==> src/rtl/dsp_addr_ctrl_pkg.sv <==
// Shared definitions for the BRAM0 read / BRAM1 write address sequencer.
package dsp_addr_ctrl_pkg;

  // Default BRAM address width.
  localparam int ADDR_WIDTH_DEF = 5;
  // Default number of delay-line stages between the sequencer and the BRAM1 write port.
  localparam int PIPE_DEPTH_DEF = 4;

  // Sequencer states, 2-bit encoding.
  typedef enum logic [1:0] {
    ST_IDLE  = 2'd0,
    ST_READ  = 2'd1,
    ST_DRAIN = 2'd2,
    ST_DONE  = 2'd3
  } state_e;

endpackage

==> src/rtl/dsp_addr_ctrl.sv <==
// Address sequencer: streams BRAM0 read addresses, produces the BRAM1 write
// strobe/address one cycle later (BRAM0 read latency), waits for the external
// write delay line to drain and then pulses done.
module dsp_addr_ctrl
  import dsp_addr_ctrl_pkg::*;
#(
  parameter int ADDR_WIDTH = ADDR_WIDTH_DEF,
  parameter int PIPE_DEPTH = PIPE_DEPTH_DEF
) (
  input  logic                  clk_i,
  input  logic                  rst_i,
  input  logic                  start_i,
  input  logic                  stall_i,
  input  logic [ADDR_WIDTH:0]   len_i,
  output logic                  bram0_en_o,
  output logic [ADDR_WIDTH-1:0] bram0_r_addr_o,
  output logic                  bram1_web_o,
  output logic [ADDR_WIDTH-1:0] bram1_w_addr_o,
  output logic                  busy_o,
  output logic                  done_o
);

  // Counter one bit wider than the address so a full 2^ADDR_WIDTH transfer never wraps.
  localparam int CW = ADDR_WIDTH + 1;
  // Drain counter must hold 0..PIPE_DEPTH.
  localparam int DW = $clog2(PIPE_DEPTH + 2);

  state_e                state_q, state_d;
  logic [CW-1:0]         rd_cnt_q, rd_cnt_d;
  logic [CW-1:0]         len_q, len_d;
  logic [DW-1:0]         drain_q, drain_d;
  logic                  en_q, en_d;
  logic [ADDR_WIDTH-1:0] raddr_q, raddr_d;
  logic                  web_q, web_d;
  logic [ADDR_WIDTH-1:0] waddr_q, waddr_d;
  logic                  busy_q, busy_d;
  logic                  done_q, done_d;

  // Next-state, counter and output computation.
  always_comb begin
    state_d  = state_q;
    rd_cnt_d = rd_cnt_q;
    len_d    = len_q;
    drain_d  = drain_q;
    en_d     = 1'b0;
    raddr_d  = raddr_q;
    // Alignment register: the write pair trails the read pair by the BRAM0 latency.
    // raddr holds during bubbles, so waddr also holds whenever web is low.
    web_d    = en_q;
    waddr_d  = raddr_q;
    done_d   = (state_q == ST_DONE);

    case (state_q)
      ST_IDLE: begin
        if (start_i) begin
          if (len_i != {CW{1'b0}}) begin
            len_d    = len_i;
            rd_cnt_d = {CW{1'b0}};
            state_d  = ST_READ;
          end else begin
            state_d  = ST_DONE;
          end
        end else begin
          state_d = ST_IDLE;
        end
      end
      ST_READ: begin
        if (!stall_i) begin
          en_d     = 1'b1;
          raddr_d  = rd_cnt_q[ADDR_WIDTH-1:0];
          rd_cnt_d = rd_cnt_q + CW'(1);
          if (rd_cnt_q == (len_q - CW'(1))) begin
            drain_d = {DW{1'b0}};
            state_d = ST_DRAIN;
          end else begin
            state_d = ST_READ;
          end
        end else begin
          en_d = 1'b0;
        end
      end
      ST_DRAIN: begin
        // One cycle for the alignment register plus PIPE_DEPTH for the delay line.
        if (drain_q == DW'(PIPE_DEPTH)) begin
          drain_d = {DW{1'b0}};
          state_d = ST_DONE;
        end else begin
          drain_d = drain_q + DW'(1);
        end
      end
      ST_DONE: begin
        state_d = ST_IDLE;
      end
      default: begin
        state_d = ST_IDLE;
      end
    endcase

    // Busy tracks the state being entered so it rises right after the start edge
    // and is already low in the done_o cycle.
    busy_d = (state_d != ST_IDLE);
  end

  // State, counters and registered outputs; reset aborts any transfer at once.
  always_ff @(posedge clk_i or posedge rst_i) begin
    if (rst_i) begin
      state_q  <= ST_IDLE;
      rd_cnt_q <= {CW{1'b0}};
      len_q    <= {CW{1'b0}};
      drain_q  <= {DW{1'b0}};
      en_q     <= 1'b0;
      raddr_q  <= {ADDR_WIDTH{1'b0}};
      web_q    <= 1'b0;
      waddr_q  <= {ADDR_WIDTH{1'b0}};
      busy_q   <= 1'b0;
      done_q   <= 1'b0;
    end else begin
      state_q  <= state_d;
      rd_cnt_q <= rd_cnt_d;
      len_q    <= len_d;
      drain_q  <= drain_d;
      en_q     <= en_d;
      raddr_q  <= raddr_d;
      web_q    <= web_d;
      waddr_q  <= waddr_d;
      busy_q   <= busy_d;
      done_q   <= done_d;
    end
  end

  assign bram0_en_o     = en_q;
  assign bram0_r_addr_o = raddr_q;
  assign bram1_web_o    = web_q;
  assign bram1_w_addr_o = waddr_q;
  assign busy_o         = busy_q;
  assign done_o         = done_q;

endmodule

==> config.mk <==
export PLATFORM = sky130hd
export DESIGN_NAME = dsp_addr_ctrl
export DESIGN_NICKNAME = d
export VERILOG_FILES = /design/src/rtl/dsp_addr_ctrl_pkg.sv /design/src/rtl/dsp_addr_ctrl.sv
export SDC_FILE = /design/constraint.sdc
export NUM_CORES = 1
export LEC_CHECK = 0
export CELL_PAD_IN_SITES_DETAIL_PLACEMENT = 1
export CELL_PAD_IN_SITES_GLOBAL_PLACEMENT = 2
export CORE_MARGIN = 2
export CORE_UTILIZATION = 36
export CTS_CLUSTER_SIZE = 25
export DETAILED_ROUTE_END_ITERATION = 16
export HOLD_SLACK_MARGIN = 0.15
export PLACE_DENSITY = 0.81
export SLEW_MARGIN = 20
export SYNTH_ARGS = -nofsm -noshare
export SYNTH_HDL_FRONTEND = slang
export SYNTH_SLANG_ARGS = --single-unit
==> constraint.sdc <==
create_clock -name clk_i -period 3.2 [get_ports clk_i]
set_clock_uncertainty 0.15 [all_clocks]
set_input_delay 0.64 -clock clk_i [delete_from_list [all_inputs] [get_ports clk_i]]
set_output_delay 0.64 -clock clk_i [all_outputs]
set_load 0.03 [all_outputs]
==> impl_metrics.ini, run 1 <==
[timing]
rsz0062_at_grt = false
slew_headroom = 0.477
max_freq_mhz = 422
final_max_slew_viol_count = 0
fin_crit_sh = 0.740
hold_violations = 0
setup_tns_ps = 0
fin_ws_ps = 832
finalSetupViolCount = 0
tightest_slew_ps = 784
fin_crit_ps = 2370

[detailed_routing]
drc_errors = 0
routed_wl_um = 2860
avgViaCountPerCell = 5.03
postRouteAntennaNets = 0
drt-wirelength-per-cell_um = 14.5
vias = 996
drt_first_iter_violations = 57
drtPass1Iterations = 4

[synth]
synth_seq_cells = 31
synthTopCellsByArea = dfrtp_1 55%, mux2_1 7.2%, xnor2_1 3.7%, xor2_1 3.7%, ha_1 3.5%
synth.largest_area_cell = dfrtp_1
syn_area_mm2 = 0.00141
synth-simple-area-share = 0.137
synthCells = 121
synth_edf_count = 0
synth_top_area_frac = 0.550
yosys_warnings = 0
synthMuxAreaShare = 0.0799
synthArstFlopShare = 1.00
synth_cell_types = 31
syn_nets = 135
synth_ff_type = dfrtp_1
yosysSeqAreaShare = 0.550
synth_xor_area_frac = 0.0745
synth_top_family_by_area = simple AND/OR/NAND/NOR gates
synthTopCellsByCount = 31 x dfrtp_1, 11 x nand2_1, 9 x inv_1, 9 x mux2_1, 8 x nor2_1
synth.avg_cell_area_um2 = 11.7
yosys.area_share.adder = 0.0355
yosysMostFrequentCell = dfrtp_1
synth_compound_area_frac = 0.0861

[clock_tree]
cts_buffers = 5
htreeDepth = 2
clk_pin_slew_ps = 70
cts_tree = yes
clkLatencyLatePin_ps = 280
cts.sinks = 31
cts_setup_buffers = 0
clock_tree.buffer_depth = 2
ctsResizeCount = 0
postCtsHoldBufs = 0
cts-root-buf = clkbuf_8

[worst_setup_path]
crit_path_max_incr_delay_ps = 760
crit_chain = clkdlybuf4s50_1 -> nor4_2 -> a2111oi_4 -> nor2_1 -> mux2_2
ff2ff_setup_slack_ps = 1240
r2r_cells = 6
cp_max_fo = 13
critPathLaunchType = input pin
cp_slowest_cell = a2111oi_4
arrival_ps = 2390
required_ps = 3220
path_class = input pin to flip-flop
cp-end-kind = flip-flop

[finish]
final_core_util = 0.479
insertedDiodeCount = 0
final_layout_size_suffix_gt1_frac = 0.100
nNetsFinal = 163
area_growth_pct = 26.4

[floorplanning]
fp.coreArea_mm2 = 0.00372
die_y_um = 66.6
rows = 22
die_w_um = 66.6
dieArea_mm2 = 0.00443
io_pins = 24
start_util = 0.379

[global_routing]
antenna_found_initial = 0
grt_max_degree = 32
grt.overflow.total = 0
grt_use_total = 0.153
grt_pass1_wl_um = 4920
grt_pass1_vias = 1022

[power_and_ir_drop]
peakVddDrop_uv = 429
power_density_mw_per_mm2 = 1000
leakage_nw = 0.771

[place]
io_buffers = 23
place_congestion = 0.810
hpwl_um = 2170
dpl_worst_slack_ps = 490

[flow_run]
drv_cap = 0

[worst_hold_path]
whs_path_depth = 0
min_path_type = flip-flop to flip-flop

[outcome]
status = finished clean
[cell usage in the layout, fill, tap and decap left out, types with 3 or more instances in the layout]
cell type and count:
o31ai_1 3, clkbuf_8 5, dfrtp_1 31, xor2_1 6
mux2_1 9, nand2_1 11, nor2_1 8, clkdlybuf4s50_1 23
xnor2_1 6, nand4_1 4, o21ai_1 3, nor3_1 3
a31oi_1 3, ha_1 4, inv_1 9
[cell families (layout without fill, tap and decap cells)]
kind of cell               after synthesis  in the layout
adders and majority gates                4              4
AOI/OAI and AO/OA                       15             15
and+or+nand+nor                         36             36
muxes                                   10             10
xor gates and xnor gates                12             12
buffers and inverters                   13             42
DFF                                     31             31
[worst max-delay path, delay by kind of cell]
kind / cells / cell delay [ps]
AND/OR/NAND/NOR: 2 / 200
AO/OA/AOI/OAI: 1 / 760
buffers and inverters: 1 / 500
multiplexers: 1 / 290
[per-stage QoR]
step	cell area (µm²)	cells	hold WS, ps	power (mW)
after floorplan	1410	121	330	1.24
after global placement	1700	190	206	1.48
after detailed placement	1700	190	217	1.52
after CTS	1780	198	232	1.82
after global routing	1780	198	237	1.93
final	1780	198	231	1.79
[final timing paths]
path                                    end        from
worst max-delay path            rd_cnt_q[0]    len_i[3]
worst min-delay path            bram1_web_o  bram0_en_o
worst max register to register  rd_cnt_q[5]  state_q[0]
worst min register to register  bram1_web_o  bram0_en_o
max in group asynchronous       rd_cnt_q[4]       rst_i
min in group asynchronous            busy_o       rst_i
[flip-flops by register name, summed over array words and instances (netlist names)]
signal,cells
done_o,1
bram0_r_addr_o,5
bram0_en_o,1
busy_o,1
bram1_web_o,1
drain_q,3
len_q,6
rd_cnt_q,6
bram1_w_addr_o,5
state_q,2
[cell type report]
class                           count  area [µm²]
Fill cell                         409        1930
Tap cell                           48        60.1
Inverter                            9        33.8
Clock buffer                        6        72.6
Multi-Input combinational cell     77         582
Clock inverter                      2        12.5
Sequential cell                    31         776
Timing Repair Buffer               25         245
[layer usage]
layer / up-vias / wire, µm / global-route usage
li1: 472 / - / -
met1: 494 / 1250 / 0.182
met2: 22 / 1450 / 0.259
met3: 8 / 120 / 0.0473
met4: 0 / 42 / 0.0536
met5: - / 0 / 0
[power breakdown]
| group | leakage, nW | internal [mW] | switching (mW) | total, mW |
|---|---|---|---|---|
| Sequential | 0.376 | 0.558 | 0.161 | 0.719 |
| Clock | 0.0412 | 0.152 | 0.142 | 0.293 |
| Combinational | 0.354 | 0.367 | 0.410 | 0.777 |
| Total | 0.771 | 1.08 | 0.713 | 1.79 |
No activity file was read; power rests on OpenSTA's default activity.
==> run 2, diff against run 1 <==
- CORE_UTILIZATION: 36 -> 30
- PLACE_DENSITY: 0.81 -> 0.72
- clock period: 3.2 -> 2.17 ns (I/O delays scaled with it)
==> run 2 against run 1 <==
Effect of this change:
- non-clock buffer count is 7 higher
- cell area is 4.1% higher
- worst setup slack worse by 680 ps
- register-to-register slack worse by 1000 ps
- via count is 0.70% higher
- combinational power is 57% higher
- sequential power is 45% higher
==> impl_metrics.ini, run 2 (synthesized netlist as in run 1, its figures left out) <==
[outcome]
status = finished clean

[floorplanning]
io_pins = 24
dieArea_mm2 = 0.00526
start_util = 0.317
rows = 24
die_w_um = 72.6
fp.coreArea_mm2 = 0.00444
die_y_um = 72.6

[finish]
nNetsFinal = 170
biggestRegsByFlops = len_q x6, rd_cnt_q x6
layout_commonest_cell = dfrtp_1
area_growth_pct = 31.5
final_cell_mix = 31 x dfrtp_1, 23 x clkdlybuf4s50_1, 11 x nand2_1
insertedDiodeCount = 0
final_layout_size_suffix_gt1_frac = 0.140
final_core_util = 0.417

[timing]
hold_violations = 0
finalSetupViolCount = 0
max_freq_mhz = 495
final_max_slew_viol_count = 0
fin_crit_ps = 2020
slew_headroom = 0.735
fin_crit_sh = 0.931
rsz0062_at_grt = false
tightest_slew_ps = 397

[clock_tree]
clk_pin_slew_ps = 60
cts_tree = yes
cts_setup_buffers = 0
cts.sinks = 31
clkLatencyLatePin_ps = 280
ctsResizeCount = 0
htreeDepth = 2
cts_buffers = 5
postCtsHoldBufs = 0
clock_tree.buffer_depth = 2
cts-root-buf = clkbuf_8

[power_and_ir_drop]
finalPower_mw = 2.76
leakage_nw = 0.817
power_density_mw_per_mm2 = 1490
peakVddDrop_uv = 485

[global_routing]
grt_max_degree = 32
antenna_found_initial = 0
grt.busiest_layer = met2
grt.overflow.total = 0
use_met1 = 0.163
grt_pass1_wl_um = 5470
grt_use_total = 0.139
gr-usage-met2 = 0.235
met3_usage = 0.0431
grt_pass1_vias = 1106

[detailed_routing]
drtPass1Iterations = 3
vias = 1003
postRouteAntennaNets = 0
drt-wirelength-per-cell_um = 14.6
routed_wl_um = 3050
avgViaCountPerCell = 4.80
drt_first_iter_violations = 25
drc_errors = 0

[worst_setup_path]
cp_slowest_cell = clkdlybuf4s50_1
required_ps = 2180
critPathLaunchType = input pin
crit_chain = clkdlybuf4s50_1 -> nor4_2 -> buf_4 -> a2111oi_4 -> buf_4 -> mux2_1
cp-end-kind = flip-flop
worst_path_most_repeated_cell = buf_4
cp-startpoint = len_i[2]
r2r-start = len_q[0]
endpoint = len_q[2]
ff2ff_setup_slack_ps = 240
path_class = input pin to flip-flop
arrival_ps = 2030
r2r_cells = 7
crit_path_max_incr_delay_ps = 500
r2r_end = drain_q[2]
cp_max_fo = 6

[worst_hold_path]
min_path_type = flip-flop to flip-flop

[flow_run]
drv_cap = 0

[place]
place_congestion = 0.740
io_buffers = 23
hpwl_um = 2320
[run 2: cell types whose count changed in the layout (fill, tap and decap cells not counted)]
| cell | change |
|---|---|
| buf_4 | +7 |
| clkinvlp_4 | -1 |
| clkinv_2 | -1 |
| clkbuf_8 | +2 |
[run 2: layout make-up]
cell class	instances	area [µm²]
fill	501	2590
sequential	31	776
multi-input combinational	77	582
timing repair buffer	32	298
clock buffer	8	100
tap	52	65.1
inverter	9	33.8
[run 2: power breakdown]
| group | switching (mW) | internal [mW] |
|---|---|---|
| sequential | 0.219 | 0.823 |
| clock | 0.205 | 0.289 |
| combinational | 0.641 | 0.579 |
[run 2: worst max-delay path: cells and delay by family]
family	cells	cell delay, ps
muxes	1	320
AOI/OAI and AO/OA	1	360
and+or+nand+nor	1	60
buffers and inverters	3	850
[run 2: per-layer routing]
metal,wire [µm],part of all wire
met1,1360,0.45
met2,1540,0.50
met4,37,0.012
met3,117,0.038
met5,0,0
[run 2: worst min-delay path by stage]
stage | from | endpoint | slack, ps | depth (start not counted)
6_report | bram0_en_o | bram1_web_o | 230 | 0
5_1_grt | bram0_en_o | bram1_web_o | 250 | 0
4_1_cts | bram0_en_o | bram1_web_o | 230 | 0
3_5_place_dp | bram0_en_o | bram1_web_o | 220 | 0
3_3_place_gp | bram0_en_o | bram1_web_o | 210 | 0
2_1_floorplan | len_q[5] | len_q[5] | 330 | 1
[run 2: through the flow]
step	std cells	instance area, µm²	hold slack [ps]	setup TNS (ps)	worst slack (ps)
floorplan	121	1410	330	0	426
global placement	201	1750	212	-409	-91.4
detailed placement	201	1750	219	-799	-166
CTS	209	1850	233	0	126
global route	209	1850	248	0	56.4
finish	209	1850	227	0	149
==> run 3, diff against run 2 <==
--- a/config.mk
+++ b/config.mk
@@ -9,9 +9,10 @@
 export CELL_PAD_IN_SITES_GLOBAL_PLACEMENT = 2
 export CORE_MARGIN = 2
-export CORE_UTILIZATION = 30
+export CORE_UTILIZATION = 32
+export CTS_BUF_LIST = sky130_fd_sc_hd__clkbuf_4 sky130_fd_sc_hd__clkbuf_8
 export CTS_CLUSTER_SIZE = 25
 export DETAILED_ROUTE_END_ITERATION = 16
 export HOLD_SLACK_MARGIN = 0.15
-export PLACE_DENSITY = 0.72
+export PLACE_DENSITY = 0.76
 export SLEW_MARGIN = 20
 export SYNTH_ARGS = -nofsm -noshare
==> constraint.sdc (replaced) <==
create_clock -name clk_i -period 2.17 [get_ports clk_i]
set_clock_uncertainty 0.15 [all_clocks]
set_input_delay 0.651 -clock clk_i [delete_from_list [all_inputs] [get_ports clk_i]]
set_output_delay 0.651 -clock clk_i [all_outputs]
set_load 0.03 [all_outputs]
==> run 3 against run 2 <==
Effect of this change:
- utilization is 3.6 points higher
- highest routed layer unchanged
- critical path depth down 5
- largest power group unchanged
- largest cell class unchanged
- sequential share of layout area shrank 1.9 points
- power grew 5.7%
- maximum frequency down 3.1%
- via count up 1.7%
==> impl_metrics.ini, run 3 (synthesized netlist as in run 1, its figures left out) <==
[worst_setup_path]
cp_slowest_cell = clkdlybuf4s50_1
crit_path_max_incr_delay_ps = 670
r2r_end = state_q[0]
required_ps = 1370
crit_chain = clkdlybuf4s50_1
cp_max_fo = 1
critPathLaunchType = flip-flop
critPathBufInv = 1
r2r_cells = 7
ff2ff_setup_slack_ps = 250
r2r-start = len_q[0]
path_class = flip-flop to output pin
arrival_ps = 1280
cp-end-kind = output pin
cp_top_family = buffers and inverters

[floorplanning]
rows = 24
io_pins = 24
fp.coreArea_mm2 = 0.00429
die_y_um = 70.4
start_util = 0.328
dieArea_mm2 = 0.00495
die_w_um = 70.4

[timing]
hold_violations = 0
fin_crit_sh = 0.961
slew_headroom = 0.732
tightest_slew_ps = 401
rsz0062_at_grt = false
setup_tns_ps = 0
fin_crit_ps = 2080
max_freq_mhz = 480
finalSetupViolCount = 0
final_max_slew_viol_count = 0

[place]
place_inst = 203
hpwl_um = 2370
io_buffers = 23
place_congestion = 0.749

[global_routing]
grt_pass1_vias = 1135
grt_pass1_wl_um = 5430
grt_max_degree = 32
grt_use_total = 0.144
grt.overflow.total = 0
antenna_found_initial = 0

[clock_tree]
cts_buffers = 5
postCtsHoldBufs = 0
cts.sinks = 31
clock_tree.buffer_depth = 2
cts_tree = yes
htreeDepth = 2
clkLatencyLatePin_ps = 280
clk_pin_slew_ps = 60
cts-root-buf = clkbuf_8

[detailed_routing]
routed_wl_um = 3160
postRouteAntennaNets = 0
drc_errors = 0
vias = 1020
drt-wirelength-per-cell_um = 14.9
drtPass1Iterations = 2
avgViaCountPerCell = 4.81
drt_first_iter_violations = 36

[power_and_ir_drop]
leakage_nw = 0.939
power_density_mw_per_mm2 = 1500
peakVddDrop_uv = 562

[finish]
area_growth_pct = 37.9
fin_cells = 212
biggestRegsByFlops = len_q x6, rd_cnt_q x6
layout_commonest_cell = dfrtp_1
insertedDiodeCount = 0
final_cell_mix = 31 x dfrtp_1, 14 x clkdlybuf4s50_1, 11 x nand2_1
nNetsFinal = 173
final_layout_size_suffix_gt1_frac = 0.181

[worst_hold_path]
holdPathEnd = bram1_web_o
min_from = bram0_en_o
min_path_type = flip-flop to flip-flop
whs_path_depth = 0

[flow_run]
drv_cap = 0

[outcome]
status = finished clean
## run 3: cell count changes in the layout (fill, tap and decap cells not counted), sizes merged, moves of 2 or more
cell	delta
clkbuf	-3
clkinv	+2
buf	+3
dlymetal6s2s	+7
dlygate4sd2	+2
clkdlybuf4s50	-9
## run 3: worst max-delay path by stage
stage | from | end | slack, ps | depth (start not counted)
floorplan | len_i[3] | len_q[2] | 220 | 4
global placement | len_i[4] | len_q[4] | -300 | 6
detailed placement | len_i[3] | len_q[3] | -370 | 6
CTS | bram0_r_addr_o[1] | bram0_r_addr_o[1] | 6 | 1
global route | bram1_w_addr_o[3] | bram1_w_addr_o[3] | 30 | 1
finish | busy_o | busy_o | 90 | 1
## run 3: layout make-up
cell class / count / area (µm²)
Fill cell: 463 / 2350
Sequential cell: 31 / 776
Multi-Input combinational cell: 77 / 593
Timing Repair Buffer: 35 / 364
Clock buffer: 5 / 68.8
Tap cell: 52 / 65.1
Clock inverter: 3 / 43.8
Inverter: 9 / 33.8
## run 3: report_power, final
| part | internal (mW) | total, mW | switching, mW |
|---|---|---|---|
| Clock | 0.342 | 0.571 | 0.229 |
| Combinational | 0.643 | 1.28 | 0.633 |
| Sequential | 0.822 | 1.07 | 0.245 |
| Total | 1.81 | 2.91 | 1.11 |
## run 3: per-layer routing
layer  share of wire  GRT usage  routed length [µm]
met2            0.49      0.232                1560
met3           0.040     0.0462                 128
met4           0.017     0.0577                  55
met5               0          0                   0
met1            0.45      0.178                1410
## run 3: stage by stage
| step | util | hold WS [ps] | area, µm² | power (mW) | setup WS (ps) |
|---|---|---|---|---|---|
| after detailed placement | 0.418 | 213 | 1790 | 2.34 | -371 |
| after global placement | 0.418 | 216 | 1790 | 2.27 | -305 |
| after CTS | 0.445 | 228 | 1910 | 2.92 | 6.12 |
| final | 0.453 | 224 | 1940 | 2.91 | 85.3 |
| after floorplan | - | 330 | 1410 | 1.82 | 217 |
| after global routing | 0.453 | 234 | 1940 | 3.12 | 32.8 |
## run 3: repair_timing
item / in CTS / in global routing
setup buffers: 1 / 0
endpoints found under the setup margin: 5 / 10
pin swaps: 1 / 1
gates resized for setup: 2 / 11
